===== config.mk =====
export PLATFORM = sky130hd
export DESIGN_NAME = lamp_shift_driver_flat
export DESIGN_NICKNAME = d
export VERILOG_FILES = /design/src/rtl/lamp_shift_if.sv /design/src/rtl/lamp_shift_driver.sv /design/src/flat_wrapper.sv
export SDC_FILE = /design/constraint.sdc
export NUM_CORES = 1
export LEC_CHECK = 0
export CORE_MARGIN = 4
export CORE_UTILIZATION = 62
export CTS_CLUSTER_SIZE = 16
export DETAILED_ROUTE_END_ITERATION = 10
export DONT_BUFFER_PORTS = 1
export PLACE_DENSITY = 0.78
export SLEW_MARGIN = 20
export SYNTH_ARGS = -nofsm -noshare
export SYNTH_HDL_FRONTEND = slang
export SYNTH_SLANG_ARGS = --single-unit

===== constraint.sdc =====
create_clock -name clk -period 3.2 [get_ports clk]
set_input_delay 0.8 -clock clk [delete_from_list [all_inputs] [get_ports clk]]
set_output_delay 0.8 -clock clk [all_outputs]
set_load 0.02 [all_outputs]

===== src/rtl/lamp_shift_if.sv =====
// lamp_shift_if: bundle between the flasher core / board side and the
// lamp shift driver.
//   lamp        core -> driver, lamp vector (MSB shifted first)
//   ser_data    driver -> LED chain, serial data
//   ser_clk     driver -> LED chain, shift clock (sampled on rising edge)
//   ser_latch   driver -> LED chain, storage latch pulse
//   busy        driver status, frame in progress
//   frame_done  driver status, one-cycle pulse after each frame
// master = the side that owns lamp, slave = the shift driver.
interface lamp_shift_if #(
    parameter int WIDTH = 16
);
    logic [WIDTH-1:0] lamp;
    logic             ser_data;
    logic             ser_clk;
    logic             ser_latch;
    logic             busy;
    logic             frame_done;

    modport master (
        output lamp,
        input  ser_data, ser_clk, ser_latch, busy, frame_done
    );

    modport slave (
        input  lamp,
        output ser_data, ser_clk, ser_latch, busy, frame_done
    );
endinterface


===== src/rtl/lamp_shift_driver.sv =====
// lamp_shift_driver: serialises the flasher lamp vector into a chain of
// 74HC595-style SIPO registers, MSB first. A frame is sent whenever lamp
// differs from the last value sent, and once after every reset.
// Ports:
//   clk    system clock, rising edge
//   rst_n  asynchronous active-low reset
//   bus    lamp_shift_if.slave (lamp in; ser_data/ser_clk/ser_latch,
//          busy, frame_done out). All outputs come straight from flops.
// Parameters:
//   WIDTH  lamp bits per frame (>= 2)
//   DIV    clk cycles per ser_clk low phase, high phase and latch pulse (>= 1)
module lamp_shift_driver #(
    parameter int WIDTH = 16,
    parameter int DIV   = 2
) (
    input  logic          clk,
    input  logic          rst_n,
    lamp_shift_if.slave   bus
);
    localparam int BW = $clog2(WIDTH);
    localparam int DW = (DIV > 1) ? $clog2(DIV) : 1;
    localparam logic [BW-1:0] BIT_LAST = BW'(WIDTH - 1);
    localparam logic [DW-1:0] DIV_LAST = DW'(DIV - 1);

    typedef enum logic [1:0] {IDLE, SHIFT_LO, SHIFT_HI, LATCH} state_t;

    state_t           state_q, state_d;
    logic [WIDTH-1:0] shift_q, shift_d;
    logic [WIDTH-1:0] shadow_q, shadow_d;
    logic             init_q, init_d;
    logic [BW-1:0]    bit_q, bit_d;
    logic [DW-1:0]    div_q, div_d;
    logic             data_q, data_d;
    logic             sclk_q, sclk_d;
    logic             latch_q, latch_d;
    logic             done_q, done_d;
    logic             busy_q, busy_d;

    always_ff @(posedge clk or negedge rst_n) begin
        if (!rst_n) begin
            state_q  <= IDLE;
            shift_q  <= '0;
            shadow_q <= '0;
            init_q   <= 1'b1;
            bit_q    <= '0;
            div_q    <= '0;
            data_q   <= 1'b0;
            sclk_q   <= 1'b0;
            latch_q  <= 1'b0;
            done_q   <= 1'b0;
            busy_q   <= 1'b0;
        end else begin
            state_q  <= state_d;
            shift_q  <= shift_d;
            shadow_q <= shadow_d;
            init_q   <= init_d;
            bit_q    <= bit_d;
            div_q    <= div_d;
            data_q   <= data_d;
            sclk_q   <= sclk_d;
            latch_q  <= latch_d;
            done_q   <= done_d;
            busy_q   <= busy_d;
        end
    end

    // Next-state and next-output logic. Outputs are computed one step ahead
    // and registered so the pins see only flop outputs.
    always_comb begin
        state_d  = state_q;
        shift_d  = shift_q;
        shadow_d = shadow_q;
        init_d   = init_q;
        bit_d    = bit_q;
        div_d    = div_q;
        data_d   = data_q;
        sclk_d   = sclk_q;
        latch_d  = latch_q;
        done_d   = 1'b0;

        case (state_q)
            IDLE: begin
                // Latest lamp value only; anything that changed during the
                // previous frame collapses into this one comparison.
                if ((bus.lamp != shadow_q) || init_q) begin
                    shift_d  = bus.lamp;
                    shadow_d = bus.lamp;
                    init_d   = 1'b0;
                    bit_d    = BIT_LAST;
                    div_d    = DIV_LAST;
                    data_d   = bus.lamp[WIDTH-1];
                    sclk_d   = 1'b0;
                    state_d  = SHIFT_LO;
                end
            end
            SHIFT_LO: begin
                if (div_q == '0) begin
                    div_d   = DIV_LAST;
                    sclk_d  = 1'b1;
                    state_d = SHIFT_HI;
                end else begin
                    div_d = div_q - 1'b1;
                end
            end
            SHIFT_HI: begin
                if (div_q == '0) begin
                    div_d  = DIV_LAST;
                    sclk_d = 1'b0;
                    if (bit_q == '0) begin
                        latch_d = 1'b1;
                        state_d = LATCH;
                    end else begin
                        // Data changes together with the falling ser_clk edge,
                        // a full low phase ahead of the next sampling edge.
                        shift_d = {shift_q[WIDTH-2:0], 1'b0};
                        data_d  = shift_q[WIDTH-2];
                        bit_d   = bit_q - 1'b1;
                        state_d = SHIFT_LO;
                    end
                end else begin
                    div_d = div_q - 1'b1;
                end
            end
            LATCH: begin
                if (div_q == '0) begin
                    latch_d = 1'b0;
                    data_d  = 1'b0;
                    done_d  = 1'b1;
                    state_d = IDLE;
                end else begin
                    div_d = div_q - 1'b1;
                end
            end
            default: state_d = IDLE;
        endcase

        busy_d = (state_d != IDLE);
    end

    assign bus.ser_data   = data_q;
    assign bus.ser_clk    = sclk_q;
    assign bus.ser_latch  = latch_q;
    assign bus.frame_done = done_q;
    assign bus.busy       = busy_q;
endmodule


===== src/flat_wrapper.sv =====
// flat-port wrapper written by rule: the top's interface ports become plain ports
module lamp_shift_driver_flat 
#(
    parameter int WIDTH = 16,
    parameter int DIV   = 2
)
  (clk, rst_n, bus_lamp, bus_ser_data, bus_ser_clk, bus_ser_latch, bus_busy, bus_frame_done);
  lamp_shift_if #(.WIDTH(WIDTH)) bus_i ();
  input  logic clk;
  input  logic rst_n;
  input wire logic [$bits(bus_i.lamp)-1:0] bus_lamp;
  output wire logic [$bits(bus_i.ser_data)-1:0] bus_ser_data;
  output wire logic [$bits(bus_i.ser_clk)-1:0] bus_ser_clk;
  output wire logic [$bits(bus_i.ser_latch)-1:0] bus_ser_latch;
  output wire logic [$bits(bus_i.busy)-1:0] bus_busy;
  output wire logic [$bits(bus_i.frame_done)-1:0] bus_frame_done;
  assign bus_i.lamp = bus_lamp;
  assign bus_ser_data = bus_i.ser_data;
  assign bus_ser_clk = bus_i.ser_clk;
  assign bus_ser_latch = bus_i.ser_latch;
  assign bus_busy = bus_i.busy;
  assign bus_frame_done = bus_i.frame_done;
  lamp_shift_driver #(.WIDTH(WIDTH), .DIV(DIV)) u_core (.clk(clk), .rst_n(rst_n), .bus(bus_i));
endmodule

# After elaboration in Yosys (flattened, before gate mapping)
# Cells that the tools add are included.
[totals] ff_bits=44 out_inout_bits=5 elab_cells=68
[classes] n_addsub=2 n_eq_ne=10 n_mux=31 n_reduce_logical=14
[ops] op="$mux W15" n=3
[ops] op="$pmux W15 S2" n=1
[ops] op="$ne A16 B16 Y1" n=1
[ops] op="$mux W1" n=13
[ops] op="$mux W4" n=3
[ops] op="$reduce_and A4 Y1" n=3
[ops] op="$mux W2" n=5
[ops] op="$pmux W1 S3" n=3
[ops] op="$ne A2 B2 Y1 const B" n=4
[ops] op="$pmux W2 S4" n=1
[ops] op="$pmux W4 S2" n=1
[ops] op="$reduce_bool A2 Y1" n=3
[ops] op="$reduce_bool A3 Y1" n=2
[ops] op="$reduce_and A5 Y1" n=1
[ops] op="$eq A2 B2 Y1 const B" n=2
[ops] op="$logic_not A4 Y1" n=1
[ops] op="$ne A2 B1 Y1 const B" n=2
[ops] op="$sub A4 B1 Y4 const B" n=1
[ops] op="$eq A2 B1 Y1 const B" n=1
[ops] op="$logic_not A2 Y1" n=1
[ops] op="$pmux W1 S2" n=1
[ops] op="$reduce_and A2 Y1" n=1
[ops] op="$reduce_or A2 Y1" n=1
[ops] op="$logic_or A1 B1 Y1" n=1
[ops] op="$sub A1 B1 Y1 const B" n=1

# Logic depth before layout (Yosys ltp)
# Gate-level depths: netlist of run 1.
[depth] depth_word=5 mapped_depth=9 depth_no_buf=7

# Worst setup path before layout of run 1
# OpenSTA, ideal clock, no wires.
[synth_path] path_kind="input to register" start="input bus_lamp[10]" end="register u_core.shadow_q[11]" setup_ns=0.125 arrival_ns=2.396 required_time_ns=3.075 path_slack_ns=0.679 path_stages=7 path_cell_list="xnor2_1 -> nand3_1 -> or4_4 -> buf_6 -> o31ai_4 -> buf_6 -> mux2_2"
[synth_via] elab_chain_cells=3
[synth_rtl] element="start: declaration" line="flat_wrapper.sv:11" text="input wire logic [$bits(bus_i.lamp)-1:0] bus_lamp;"
[synth_rtl] element="$ne A16 B16 Y1" line="lamp_shift_driver.sv:85" text="if ((bus.lamp != shadow_q) || init_q) begin"
[synth_rtl] element="$logic_or A1 B1 Y1" line="lamp_shift_driver.sv:85"
[synth_rtl] element="$reduce_and A2 Y1 (no source line)"
[synth_rtl] element="end signal: assignment" line="lamp_shift_driver.sv:55" text="shadow_q <= shadow_d;"
[synth_rtl] element="end: declaration" line="lamp_shift_driver.sv:29" text="logic [WIDTH-1:0] shadow_q, shadow_d;"
# Every way passes these cells.
# A chain may end at the register's enable or synchronous reset.

# Worst setup path in the final report of run 1
[layout_path] start="input bus_lamp[12]" end="register u_core.shadow_q[0]"
# Same word-level chain as after synthesis.

==> flow_metrics.py, run 1 <==
metrics = {
    "power": {
        "peakVddDrop_mv": 0.5480,
        "p_leak_nw": 0.9783,
        "power_density_nw_per_um2": 952.2,
    },
    "sta": {
        "period_needed_ns": 2.430,
        "worst_pin_slew_ns": 0.6326,
        "slew_headroom_pct": 57.83,
        "finalHoldViolCount": 0,
        "drv_slew": 0,
        "setup_violations": 0,
        "rsz0062_at_grt": "false",
        "skew_ns": 0.01152,
        "fmaxAchievable_ghz": 0.4115,
        "setup_tns_ns": 0,
        "finalCritPeriodShare_pct": 75.95,
    },
    "clock_tree": {
        "root_buffer": "clkbuf_8",
        "cts_setup_buffers": 0,
        "clkTransAtPathRegs_ns": 0.09,
        "clk_path_buf_depth": 2,
        "clk_latency_ns": 0.30,
        "ctsHoldBuffers": 0,
        "cts_tree": "done",
        "numCtsBuffers": 5,
        "cts_resized": 0,
        "clkSinkCount": 44,
        "htree_levels": 2,
    },
    "global_routing": {
        "track_usage_pct": 20.58,
        "grt_pass1_wl_mm": 6.955,
        "antenna_found_initial": 0,
        "overflow": 0,
        "grt_max_degree": 45,
        "grt_pass1_vias": 1482,
    },
    "finish": {
        "design_area_sq_um": 2422,
        "synthToLayoutAreaGrowth_pct": 5.850,
        "finish.utilization_pct": 70.37,
        "n_fill_cell": 260,
        "fin_nets": 209,
        "drive_gt1_share_pct": 33.87,
        "mostFrequentLayoutCell": "mux2_2",
        "final_cell_mix": "45 x mux2_2, 43 x dfrtp_1, 15 x xnor2_1",
        "multi_input_comb_area_sq_um": 1102,
        "seqCellArea_sq_um": 1102,
        "diodes": 0,
    },
    "floorplan": {
        "die_w_microns": 68.76,
        "initial_core_util_pct": 66.48,
        "die_y_microns": 68.76,
        "fp.dieArea_sq_um": 4727,
        "rows": 21,
        "coreArea_sq_um": 3442,
        "pin_count": 23,
    },
    "drt": {
        "vias_per_cell": 5.948,
        "num_vias": 1380,
        "ant_nets": 0,
        "first_pass_iters": 4,
        "drc_errors": 0,
        "drt_iter0_markers": 72,
        "routed_wl_mm": 4.096,
        "wl_per_cell_microns": 17.66,
    },
    "logic_synthesis": {
        "synth_flop_cell": "dfrtp_1",
        "syn_area_sq_um": 2288,
        "synthCells": 184,
        "synth.avg_cell_area_sq_um": 12.44,
        "synth-seq-area-share_pct": 48.17,
        "synth_cell_type_count": 39,
        "yosys_warnings": 0,
        "async_flop_share_pct": 100.0,
        "synth_edf_count": 0,
        "ys_ff_latch": 44,
        "syn_nets": 208,
    },
    "placed_design": {
        "place.detailed.hpwl_mm": 2.983,
        "placed_cell_area_sq_um": 2311,
        "gp_congestion": 0.8619,
        "io_buffers": 0,
    },
    "worst_hold_path": {
        "holdCritPathClass": "in2async",
    },
    "setup_path": {
        "reg2reg_depth": 6,
        "worstPathRequired_ns": 3.38,
        "path_class": "in2reg",
        "worst_path_max_delay_cell": "o31ai_4",
        "crit_path_max_incr_delay_ns": 0.62,
        "arrival_ns": 2.61,
        "path_cells": "xnor2_1 -> nand3_1 -> or4_4 -> o31ai_4 -> mux2_2",
        "critPathMaxFanout": 12,
        "startpoint_type": "input port",
        "crit_path_end_kind": "flip-flop",
    },
    "flow_run": {
        "maxCapViolCount": 0,
    },
    "run_status": {
        "status": "finished clean",
    },
}
[power by group]
| group | internal [mW] | switching, mW | total (mW) |
|---|---|---|---|
| combinational | 0.498 | 0.393 | 0.891 |
| sequential | 0.808 | 0.185 | 0.993 |
| clock | 0.231 | 0.191 | 0.422 |
[final timing paths]
check,from,end,slack (ns)
max,bus_lamp[12],u_core.shadow_q[0],0.77
min reg2reg,u_core.init_q,u_core.init_q,0.49
min in group clk,u_core.init_q,u_core.init_q,0.49
min,rst_n,u_core.shift_q[9],0.18
max in group asynchronous,rst_n,u_core.init_q,2.82
max reg2reg,u_core.state_q[1],u_core.shift_q[1],0.82
[cells by family (layout without fill, tap and decap cells)]
group	Yosys count	in the layout	synth area share, %
buf+inv	17	19	3.663
flops	44	44	48.17
mux	46	46	22.58
compound gates	27	27	9.459
simple gates	28	28	6.725
xor+xnor	16	16	6.124
fa+ha+maj	6	6	3.280
[layer usage]
metal	wire length (microns)	up-vias	global-route usage (%)
li1	-	662	-
met1	1909	689	26.87
met2	1922	23	32.06
met3	207	6	5.835
met4	56	0	8.759
met5	0	-	0
[stage by stage]
step	total power [mW]	setup slack (ns)	cells	hold WS (ns)
after floorplan	1.735	0.6789	184	0.4507
after global placement	1.839	0.4926	224	0.4742
after detailed placement	1.894	0.4377	224	0.4788
after CTS	2.318	0.7605	232	0.1767
after global routing	2.462	0.7044	232	0.1638
final	2.307	0.7696	232	0.1826
[area by class of cell]
class                           instances  area share (%)
Inverter                                9           1.395
Timing Repair Buffer                    2          0.6198
Multi-Input combinational cell        123           45.51
Sequential cell                        44           45.51
Tap cell                               46           2.376
Clock buffer                            5           2.841
Clock inverter                          3           1.756
[critical path: cells and delay by family]
kind / cells / cell delay (ns)
xor gates and xnor gates: 1 / 0.12
muxes: 1 / 0.40
AOI/OAI and AO/OA: 1 / 0.62
and+or+nand+nor: 2 / 0.67
[Yosys cell counts, drive strengths merged (3+ instances only)]
master   n  area, sq um
ha       6        75.07
clkbuf   4        15.01
nand3    3        15.01
buf      4        35.03
a21oi    4        20.02
inv      9        33.78
dfrtp   43         1076
o21ai    6        41.29
nand2    5        18.77
or2      3        18.77
nand4    4        25.02
xnor2   15        131.4
nor2     5        18.77
a22oi    3        22.52
mux2    45        506.7
[flip-flops by register name, indices dropped and copies added, names as in the netlist, 2 cells and up]
name and flops:
u_core.bit_q 4, u_core.state_q 2, u_core.shift_q 15, u_core.shadow_q 16
(Power assumes the default switching activity.)
==> run 2: changes to the inputs <==
Clock period 3.2 ns to 2.47 ns, I/O delays scaled along.
==> run 2 against run 1 <==
Clock-buffer cell count increased by 3. Setup slack worse by 0.47 ns. Critical path depth is 2 higher.
==> flow_metrics.py, run 2 (same netlist as run 1, synthesis figures left out) <==
metrics = {
    "sta": {
        "worst_pin_slew_ns": 0.4753,
        "drv_slew": 0,
        "setup_violations": 0,
        "fmaxAchievable_ghz": 0.4606,
        "setup_tns_ns": 0,
        "skew_ns": 0.006058,
        "period_needed_ns": 2.171,
        "slew_headroom_pct": 68.32,
        "finalHoldViolCount": 0,
        "finalCritPeriodShare_pct": 87.90,
        "whs_ns": 0.1495,
        "rsz0062_at_grt": "false",
    },
    "finish": {
        "reg_top3": "u_core.shadow_q x16, u_core.shift_q x15, u_core.bit_q x4",
        "mostFrequentLayoutCell": "mux2_2",
        "fin_nets": 214,
        "design_area_sq_um": 2464,
        "n_fill_cell": 251,
        "final_cell_mix": "45 x mux2_2, 43 x dfrtp_1, 15 x xnor2_1",
        "diodes": 0,
        "synthToLayoutAreaGrowth_pct": 7.654,
        "drive_gt1_share_pct": 34.55,
        "largest_register_ffs": 16,
        "instances_no_fill": 237,
        "top_register": "u_core.shadow_q",
    },
    "placed_design": {
        "placed_cell_area_sq_um": 2354,
        "place.detailed.hpwl_mm": 3.180,
        "gp_congestion": 0.8292,
        "dp_cells": 228,
        "io_buffers": 0,
    },
    "clock_tree": {
        "clk_path_buf_depth": 2,
        "clk_latency_ns": 0.30,
        "htree_levels": 2,
        "clkSinkCount": 44,
        "cts_resized": 0,
        "cts_tree": "done",
        "numCtsBuffers": 5,
        "clkTransAtPathRegs_ns": 0.08,
        "root_buffer": "clkbuf_8",
        "cts_setup_buffers": 0,
    },
    "power": {
        "p_leak_nw": 1.003,
        "peakVddDrop_mv": 0.6785,
        "power_density_nw_per_um2": 1230,
    },
    "drt": {
        "vias_per_cell": 6.105,
        "drt_iter0_markers": 104,
        "routed_wl_mm": 4.353,
        "wl_per_cell_microns": 18.37,
        "num_vias": 1447,
        "first_pass_iters": 4,
        "ant_nets": 0,
        "drc_errors": 0,
    },
    "setup_path": {
        "path_cells": "inv_1 -> ha_1 -> inv_1 -> or3_1 -> o21ai_4 -> buf_12 -> mux2_2",
        "critPathMaxFanout": 14,
        "timing.rr.end": "u_core.shift_q[1]",
        "rrSetupSlack_ns": 0.30,
        "crit_path_max_incr_delay_ns": 0.50,
        "reg2reg_depth": 7,
        "cp_common_cell": "inv_1",
        "crit_path_end_kind": "flip-flop",
        "worstSetupEndpoint": "u_core.shift_q[1]",
        "r2r-start": "u_core.state_q[1]",
        "startpoint": "u_core.state_q[1]",
        "path_class": "reg2reg",
        "startpoint_type": "flip-flop",
        "worstPathRequired_ns": 2.66,
        "arrival_ns": 2.36,
        "worst_path_max_delay_cell": "or3_1",
    },
    "floorplan": {
        "fp.dieArea_sq_um": 4727,
        "coreArea_sq_um": 3442,
        "die_w_microns": 68.76,
        "initial_core_util_pct": 66.48,
        "die_y_microns": 68.76,
        "rows": 21,
        "pin_count": 23,
    },
    "global_routing": {
        "grt_pass1_vias": 1568,
        "track_usage_pct": 22.76,
        "antenna_found_initial": 0,
        "grt_max_degree": 44,
        "overflow": 0,
        "grt_pass1_wl_mm": 7.624,
    },
    "flow_run": {
        "maxCapViolCount": 0,
    },
    "run_status": {
        "status": "finished clean",
    },
    "worst_hold_path": {
        "holdCritPathClass": "in2async",
    },
}
[run 2: cell count changes in the layout (fill, tap and decap cells not counted), sizes merged]
cell,previous run,this run
bufinv,1,0
clkinvlp,1,0
clkbuf,5,8
buf,2,7
clkinv,1,0
[run 2: how the worst min path moves through the flow]
stage / from / endpoint / cells past startpoint
after floorplan: rst_n / u_core.bit_q[0] / 0
after global placement: rst_n / u_core.shift_q[9] / 0
after detailed placement: rst_n / u_core.shift_q[8] / 0
after CTS: rst_n / u_core.init_q / 0
after global routing: rst_n / u_core.init_q / 0
final: rst_n / u_core.init_q / 0
[run 2: per-layer routing]
layer	global-route usage, %	vias to the layer above	part of all wire (%)
met5	0	-	0
met4	10.95	0	2.5
met3	8.428	11	6.6
met2	34.80	31	49
met1	28.48	734	41
li1	-	671	-
[run 2: per-stage QoR]
step / setup slack (ns) / util (%) / power (mW)
floorplan: 0.1301 / - / 2.248
global placement: 0.1219 / 68.38 / 2.485
detailed placement: 0.1105 / 68.38 / 2.569
CTS: 0.3043 / 71.57 / 3.047
global route: 0.1718 / 71.57 / 3.248
finish: 0.2990 / 71.57 / 3.031
[run 2: layout make-up]
type | count | area (sq um) | share of cell area [%]
Multi-Input combinational cell | 123 | 1102 | 44.74
Sequential cell | 44 | 1102 | 44.74
Inverter | 9 | 33.78 | 1.371
Tap cell | 46 | 57.56 | 2.336
Timing Repair Buffer | 7 | 77.57 | 3.149
Clock buffer | 8 | 90.09 | 3.657
[run 2: power breakdown]
group          total, mW  switching [mW]  internal [mW]
registers           1.29           0.246           1.05
clock network      0.460           0.232          0.228
logic               1.28           0.558          0.721
total               3.03            1.04           2.00
[run 2: what timing repair did]
| item | in CTS | in global routing |
|---|---|---|
| hold buffers | 1 | 0 |
| endpoints found under the setup margin | 0 | 0 |
| endpoints found under the hold margin | 43 | 0 |
[run 2: critical path, delay by kind of cell, from the launching register on]
family | cells | cell delay [ns]
and+or+nand+nor | 1 | 0.50
DFF | 1 | 0.41
buffers and inverters | 3 | 0.40
muxes | 1 | 0.34
AOI/OAI and AO/OA | 1 | 0.21
adders and majority gates | 1 | 0.20
==> run 3: changes to the inputs <==
Settings changed: CORE_MARGIN 4 to 3.
==> run 3 against run 2 <==
Setup slack got worse by 0.057 ns. Maximum frequency down 2.6%. Final cell count rose by 0.42%. Register-to-register slack worse by 0.06 ns. Via count up 0.41%. Critical path type unchanged. Largest power group unchanged.
==> flow_metrics.py, run 3 (same netlist as run 1, synthesis figures left out) <==
metrics = {
    "drt": {
        "num_vias": 1453,
        "drt_iter0_markers": 128,
        "routed_wl_mm": 4.505,
        "drc_errors": 0,
        "wl_per_cell_microns": 18.93,
        "first_pass_iters": 4,
        "ant_nets": 0,
        "vias_per_cell": 6.105,
    },
    "clock_tree": {
        "cts_resized": 0,
        "cts_tree": "done",
        "htree_levels": 2,
        "numCtsBuffers": 5,
        "clk_latency_ns": 0.29,
        "root_buffer": "clkbuf_8",
        "clkTransAtPathRegs_ns": 0.08,
        "ctsHoldBuffers": 0,
        "cts_setup_buffers": 0,
        "clkSinkCount": 44,
        "clk_path_buf_depth": 2,
    },
    "setup_path": {
        "rrSetupSlack_ns": 0.24,
        "critPathMaxFanout": 8,
        "worstSetupEndpoint": "u_core.shadow_q[11]",
        "crit_path_end_kind": "flip-flop",
        "cp.buffers_inverters": 1,
        "cp_num_cells": 6,
        "arrival_ns": 2.41,
        "path_cells": "xnor2_1 -> nand3_1 -> or4_4 -> o31ai_4 -> buf_4 -> mux2_2",
        "r2r-start": "u_core.shadow_q[13]",
        "startpoint_type": "flip-flop",
        "reg2reg_depth": 6,
        "worstPathRequired_ns": 2.65,
        "timing.rr.end": "u_core.shadow_q[11]",
        "worst_path_max_delay_cell": "or4_4",
        "path_class": "reg2reg",
        "crit_family": "simple AND/OR/NAND/NOR gates",
        "crit_path_max_incr_delay_ns": 0.57,
        "startpoint": "u_core.shadow_q[13]",
    },
    "sta": {
        "setup_violations": 0,
        "setup_tns_ns": 0,
        "slew_headroom_pct": 66.89,
        "fmaxAchievable_ghz": 0.4488,
        "period_needed_ns": 2.228,
        "finalHoldViolCount": 0,
        "worst_pin_slew_ns": 0.4967,
        "drv_slew": 0,
        "rsz0062_at_grt": "false",
        "finalCritPeriodShare_pct": 90.20,
        "skew_ns": 0.006105,
    },
    "flow_run": {
        "maxCapViolCount": 0,
    },
    "placed_design": {
        "placed_cell_area_sq_um": 2354,
        "dp_cells": 228,
        "io_buffers": 0,
        "gp_congestion": 0.8694,
        "place.detailed.hpwl_mm": 3.141,
    },
    "finish": {
        "reg_top3": "u_core.shadow_q x16, u_core.shift_q x15, u_core.bit_q x4",
        "mostFrequentLayoutCell": "mux2_2",
        "largest_register_ffs": 16,
        "multi_input_comb_area_sq_um": 1102,
        "n_fill_cell": 251,
        "drive_gt1_share_pct": 34.38,
        "synthToLayoutAreaGrowth_pct": 8.037,
        "diodes": 0,
        "instances_no_fill": 238,
        "final_cell_mix": "45 x mux2_2, 43 x dfrtp_1, 15 x xnor2_1",
        "seqCellArea_sq_um": 1102,
        "top_register": "u_core.shadow_q",
        "design_area_sq_um": 2472,
        "fin_nets": 215,
    },
    "power": {
        "power_density_nw_per_um2": 1220,
        "fin_total_pwr_mw": 3.015,
        "p_leak_nw": 1.007,
        "peakVddDrop_mv": 0.6488,
    },
    "global_routing": {
        "track_usage_pct": 22.64,
        "grt_pass1_vias": 1565,
        "antenna_found_initial": 0,
        "overflow": 0,
        "grt_max_degree": 45,
        "grt_pass1_wl_mm": 7.424,
    },
    "floorplan": {
        "die_y_microns": 66.76,
        "coreArea_sq_um": 3442,
        "fp.dieArea_sq_um": 4456,
        "die_w_microns": 66.76,
        "initial_core_util_pct": 66.48,
        "rows": 21,
        "pin_count": 23,
    },
    "worst_hold_path": {
        "holdCritPathClass": "in2async",
    },
    "run_status": {
        "status": "finished clean",
    },
}
## run 3: cell types whose count changed in the layout (fill, tap and decap cells not counted)
| cell | before | now |
|---|---|---|
| buf_16 | 0 | 1 |
| clkbuf_8 | 6 | 5 |
| buf_12 | 2 | 1 |
| dlygate4sd3_1 | 0 | 1 |
| clkinv_2 | 0 | 1 |
## run 3: layout make-up
type | instances | share of cell area, %
flip-flops and latches | 44 | 44.59
repair buffers | 8 | 3.846
well taps | 46 | 2.328
multi-input cells | 123 | 44.59
clock buffers | 7 | 3.087
inverters | 9 | 1.366
clock inverters | 1 | 0.2024
## run 3: how the worst min path moves through the flow
stage | start | end | slack, ns | cells after the start
CTS | rst_n | u_core.shift_q[12] | 0.002 | 0
finish | rst_n | u_core.shadow_q[14] | 0.15 | 1
detailed placement | rst_n | u_core.shift_q[12] | 0.32 | 0
global placement | rst_n | u_core.shift_q[12] | 0.32 | 0
global route | rst_n | u_core.init_q | 0.14 | 0
floorplan | rst_n | u_core.bit_q[0] | 0.32 | 0
## run 3: metrics by stage
stage / util (%) / hold slack [ns] / setup WS, ns
global placement: 68.38 / 0.3230 / 0.1256
floorplan: - / 0.3219 / 0.1301
finish: 71.83 / 0.1547 / 0.2420
detailed placement: 68.38 / 0.3232 / 0.07528
global route: 71.83 / 0.1383 / 0.09368
CTS: 70.74 / 0.002183 / 0.2530
## run 3: power breakdown
group / total (mW) / internal (mW) / switching [mW]
Clock: 0.426 / 0.198 / 0.227
Combinational: 1.29 / 0.724 / 0.567
Sequential: 1.30 / 1.05 / 0.252
## run 3: routing by layer
| metal | up-vias | track usage (%) | part of all wire [%] |
|---|---|---|---|
| li1 | 673 | - | - |
| met1 | 730 | 27.01 | 44 |
| met2 | 41 | 36.88 | 48 |
| met3 | 9 | 7.589 | 5.9 |
| met4 | 0 | 10.15 | 2.0 |
| met5 | - | 0 | 0 |
==> RTL change, RTL diff (settings of run 2) <==
`DIV` is set to 2 in 2 places; all go to 4.
--- a/src/rtl/lamp_shift_driver.sv
+++ b/src/rtl/lamp_shift_driver.sv
@@ -11,7 +11,7 @@
 //   DIV    clk cycles per ser_clk low phase, high phase and latch pulse (>= 1)
 module lamp_shift_driver #(
     parameter int WIDTH = 16,
-    parameter int DIV   = 2
+    parameter int DIV   = 4
 ) (
     input  logic          clk,
     input  logic          rst_n,
--- a/src/flat_wrapper.sv
+++ b/src/flat_wrapper.sv
@@ -2,7 +2,7 @@
 module lamp_shift_driver_flat 
 #(
     parameter int WIDTH = 16,
-    parameter int DIV   = 2
+    parameter int DIV   = 4
 )
   (clk, rst_n, bus_lamp, bus_ser_data, bus_ser_clk, bus_ser_latch, bus_busy, bus_frame_done);
   lamp_shift_if #(.WIDTH(WIDTH)) bus_i ();
Behaviour: not the same (Yosys sat finds a counterexample within 4 cycles, from zero or initial values and one cycle with rst_n low).
==> RTL change against run 2 <==
- routed wire length increased by 10%
- final area rose by 8.8%
- sequential cell count up 1
- sequential share of layout area decreased by 2.7 points
- clock skew about the same
- worst setup slack improved by 71 ps
- area after synthesis is 7.9% higher
Power is not compared: it rests on default switching activity, and its combinational part moved more than twofold at a synthesized area within 25%.
==> RTL change: results (changes against run 2) <==
stage,metric,value,unit,change
placed_design,Placer Congestion,0.823,,was 0.829
logic_synthesis,Commonest cells post-synth,"44 x sky130_fd_sc_hd__dfrtp_1, 29 x sky130_fd_sc_hd__mux2_2, 19 x sky130_fd_sc_hd__inv_1, 13 x sky130_fd_sc_hd__xor2_1, 10 x sky130_fd_sc_hd__nand2_1",,"was 45 x sky130_fd_sc_hd__mux2_2, 43 x sky130_fd_sc_hd__dfrtp_1, 15 x sky130_fd_sc_hd__xnor2_1, 9 x sky130_fd_sc_hd__inv_1, 6 x sky130_fd_sc_hd__ha_1"
timing,Post-Route Skew,6.51,ps,was 6.06 ps
logic_synthesis,count of different cell masters after synthesis,42,,was 39
setup_path,"critical path fanouts, max",8,,was 14
global_route,maximum number of pins on one net before global-route repair,46,,was 44
detailed_routing,average wire length per cell after detail routing,17.9,µm,was 18.4 µm
setup_path,delay of the slowest critical-path stage,440,ps,was 500 ps
clock_tree,number of clock buffers inserted by TritonCTS,5,,unchanged
detailed_routing,average vias per placed instance,5.86,,was 6.11
layout,fraction of final layout cells sized beyond drive strength 1,28.1,%,was 34.6%
detailed_routing,drt first pass iters,5,,was 4
layout,post-layout net count,245,,was 214
logic_synthesis,mean area per synthesized cell,11.8,µm²,was 12.4 µm²
clock_tree,number of post-CTS setup repair buffers,0,,unchanged
global_route,total global-route track usage,19.9,%,was 22.8%
status,outcome,"finished, final reports clean",,unchanged
logic_synthesis,cell types occupying the most area after synthesis,"sky130_fd_sc_hd__dfrtp_1 45%, sky130_fd_sc_hd__mux2_2 13%, sky130_fd_sc_hd__mux2_4 4.9%",,"was sky130_fd_sc_hd__dfrtp_1 47%, sky130_fd_sc_hd__mux2_2 22%, sky130_fd_sc_hd__xnor2_1 5.7%"
placed_design,total half-perimeter wirelength after legalization and detailed placement,3500,µm,was 3180 µm
placed_design,placed cell count,259,,was 228
setup_path,"Data arrival, critical path",2290,ps,was 2360 ps
setup_path,CP max stage cell,sky130_fd_sc_hd__nor4_2,,was sky130_fd_sc_hd__or3_1
logic_synthesis,total nets after synthesis,234,,was 208
detailed_routing,number of DRC markers after the initial detailed-route iteration,74,,was 104
global_route,vias in the first global route,1578,,"was 1,568"
logic_synthesis,fraction of the yosys area taken by sequential cells,45.6,%,was 48.2%
timing,Tightest Pin Transition,803,ps,was 475 ps
placed_design,pre-CTS worst setup slack,148,ps,was 110 ps
==> RTL change: changes by cell type after synthesis, moves of 4 or more <==
cell                      change
sky130_fd_sc_hd__mux2_4       +8
sky130_fd_sc_hd__nor3_1       +6
sky130_fd_sc_hd__nand4_1      -4
sky130_fd_sc_hd__mux2_1       +5
sky130_fd_sc_hd__xor2_1      +12
sky130_fd_sc_hd__nand2_1      +5
sky130_fd_sc_hd__inv_1       +10
sky130_fd_sc_hd__xnor2_1     -15
sky130_fd_sc_hd__mux2_2      -16
==> RTL change: worst paths after layout <==
kind	to	slack (ps)	cells after the start	from
worst max-delay path	u_core.bit_q[1]$_DFFE_PN0P_	370	6	u_core.shadow_q[11]$_DFFE_PN0P_
worst min-delay path	u_core.bit_q[3]$_DFFE_PN0P_	10	0	rst_n
worst max register to register	u_core.bit_q[1]$_DFFE_PN0P_	370	6	u_core.shadow_q[11]$_DFFE_PN0P_
worst min register to register	u_core.init_q$_DFFE_PN1P_	500	1	u_core.init_q$_DFFE_PN1P_
max in group asynchronous	u_core.bit_q[0]$_DFFE_PN0P_	1130	1	rst_n
min in group clk	u_core.shadow_q[15]$_DFFE_PN0P_	450	1	bus_lamp[15]
==> RTL change: what timing repair did <==
action                                 in CTS  in global routing
endpoints found under the hold margin       0                 18
setup endpoints to repair                   0                  0
hold buffers                                0                  2
==> RTL change: critical path, delay by kind of cell, from the launching register on <==
family / cells / cell delay (ps)
XOR/XNOR: 1 / 190
AND/OR/NAND/NOR: 2 / 650
AO/OA/AOI/OAI: 1 / 200
buffers and inverters: 1 / 210
flip-flops: 1 / 390
multiplexers: 1 / 350
==> RTL change: metal layers <==
| layer | vias up | GRT usage [%] | wire length, µm |
|---|---|---|---|
| met1 | 778 | 26.5 | 2100 |
| met3 | 9 | 3.98 | 219 |
| met2 | 31 | 31.6 | 2400 |
| met4 | 0 | 8.56 | 85 |
| met5 | - | 0 | 0 |
| li1 | 758 | - | - |
==> RTL change: cell families (layout without fill, tap and decap cells) <==
| kind of cell | Yosys count | after routing | synth area share [%] |
|---|---|---|---|
| mux | 45 | 45 | 21.6 |
| simple gates | 40 | 40 | 9.12 |
| xor+xnor | 13 | 13 | 4.61 |
| buf+inv | 26 | 38 | 4.96 |
| flops | 45 | 45 | 45.6 |
| fa+ha+maj | 7 | 7 | 3.55 |
| compound gates | 33 | 33 | 10.5 |
==> RTL change: area by class of cell <==
class                   count  area (µm²)
multi-input cells         138        1220
flip-flops and latches     45        1130
fillers                   275        1060
repair buffers             11         113
clock buffers               8        90.1
inverters                  19        71.3
well taps                  48        60.1
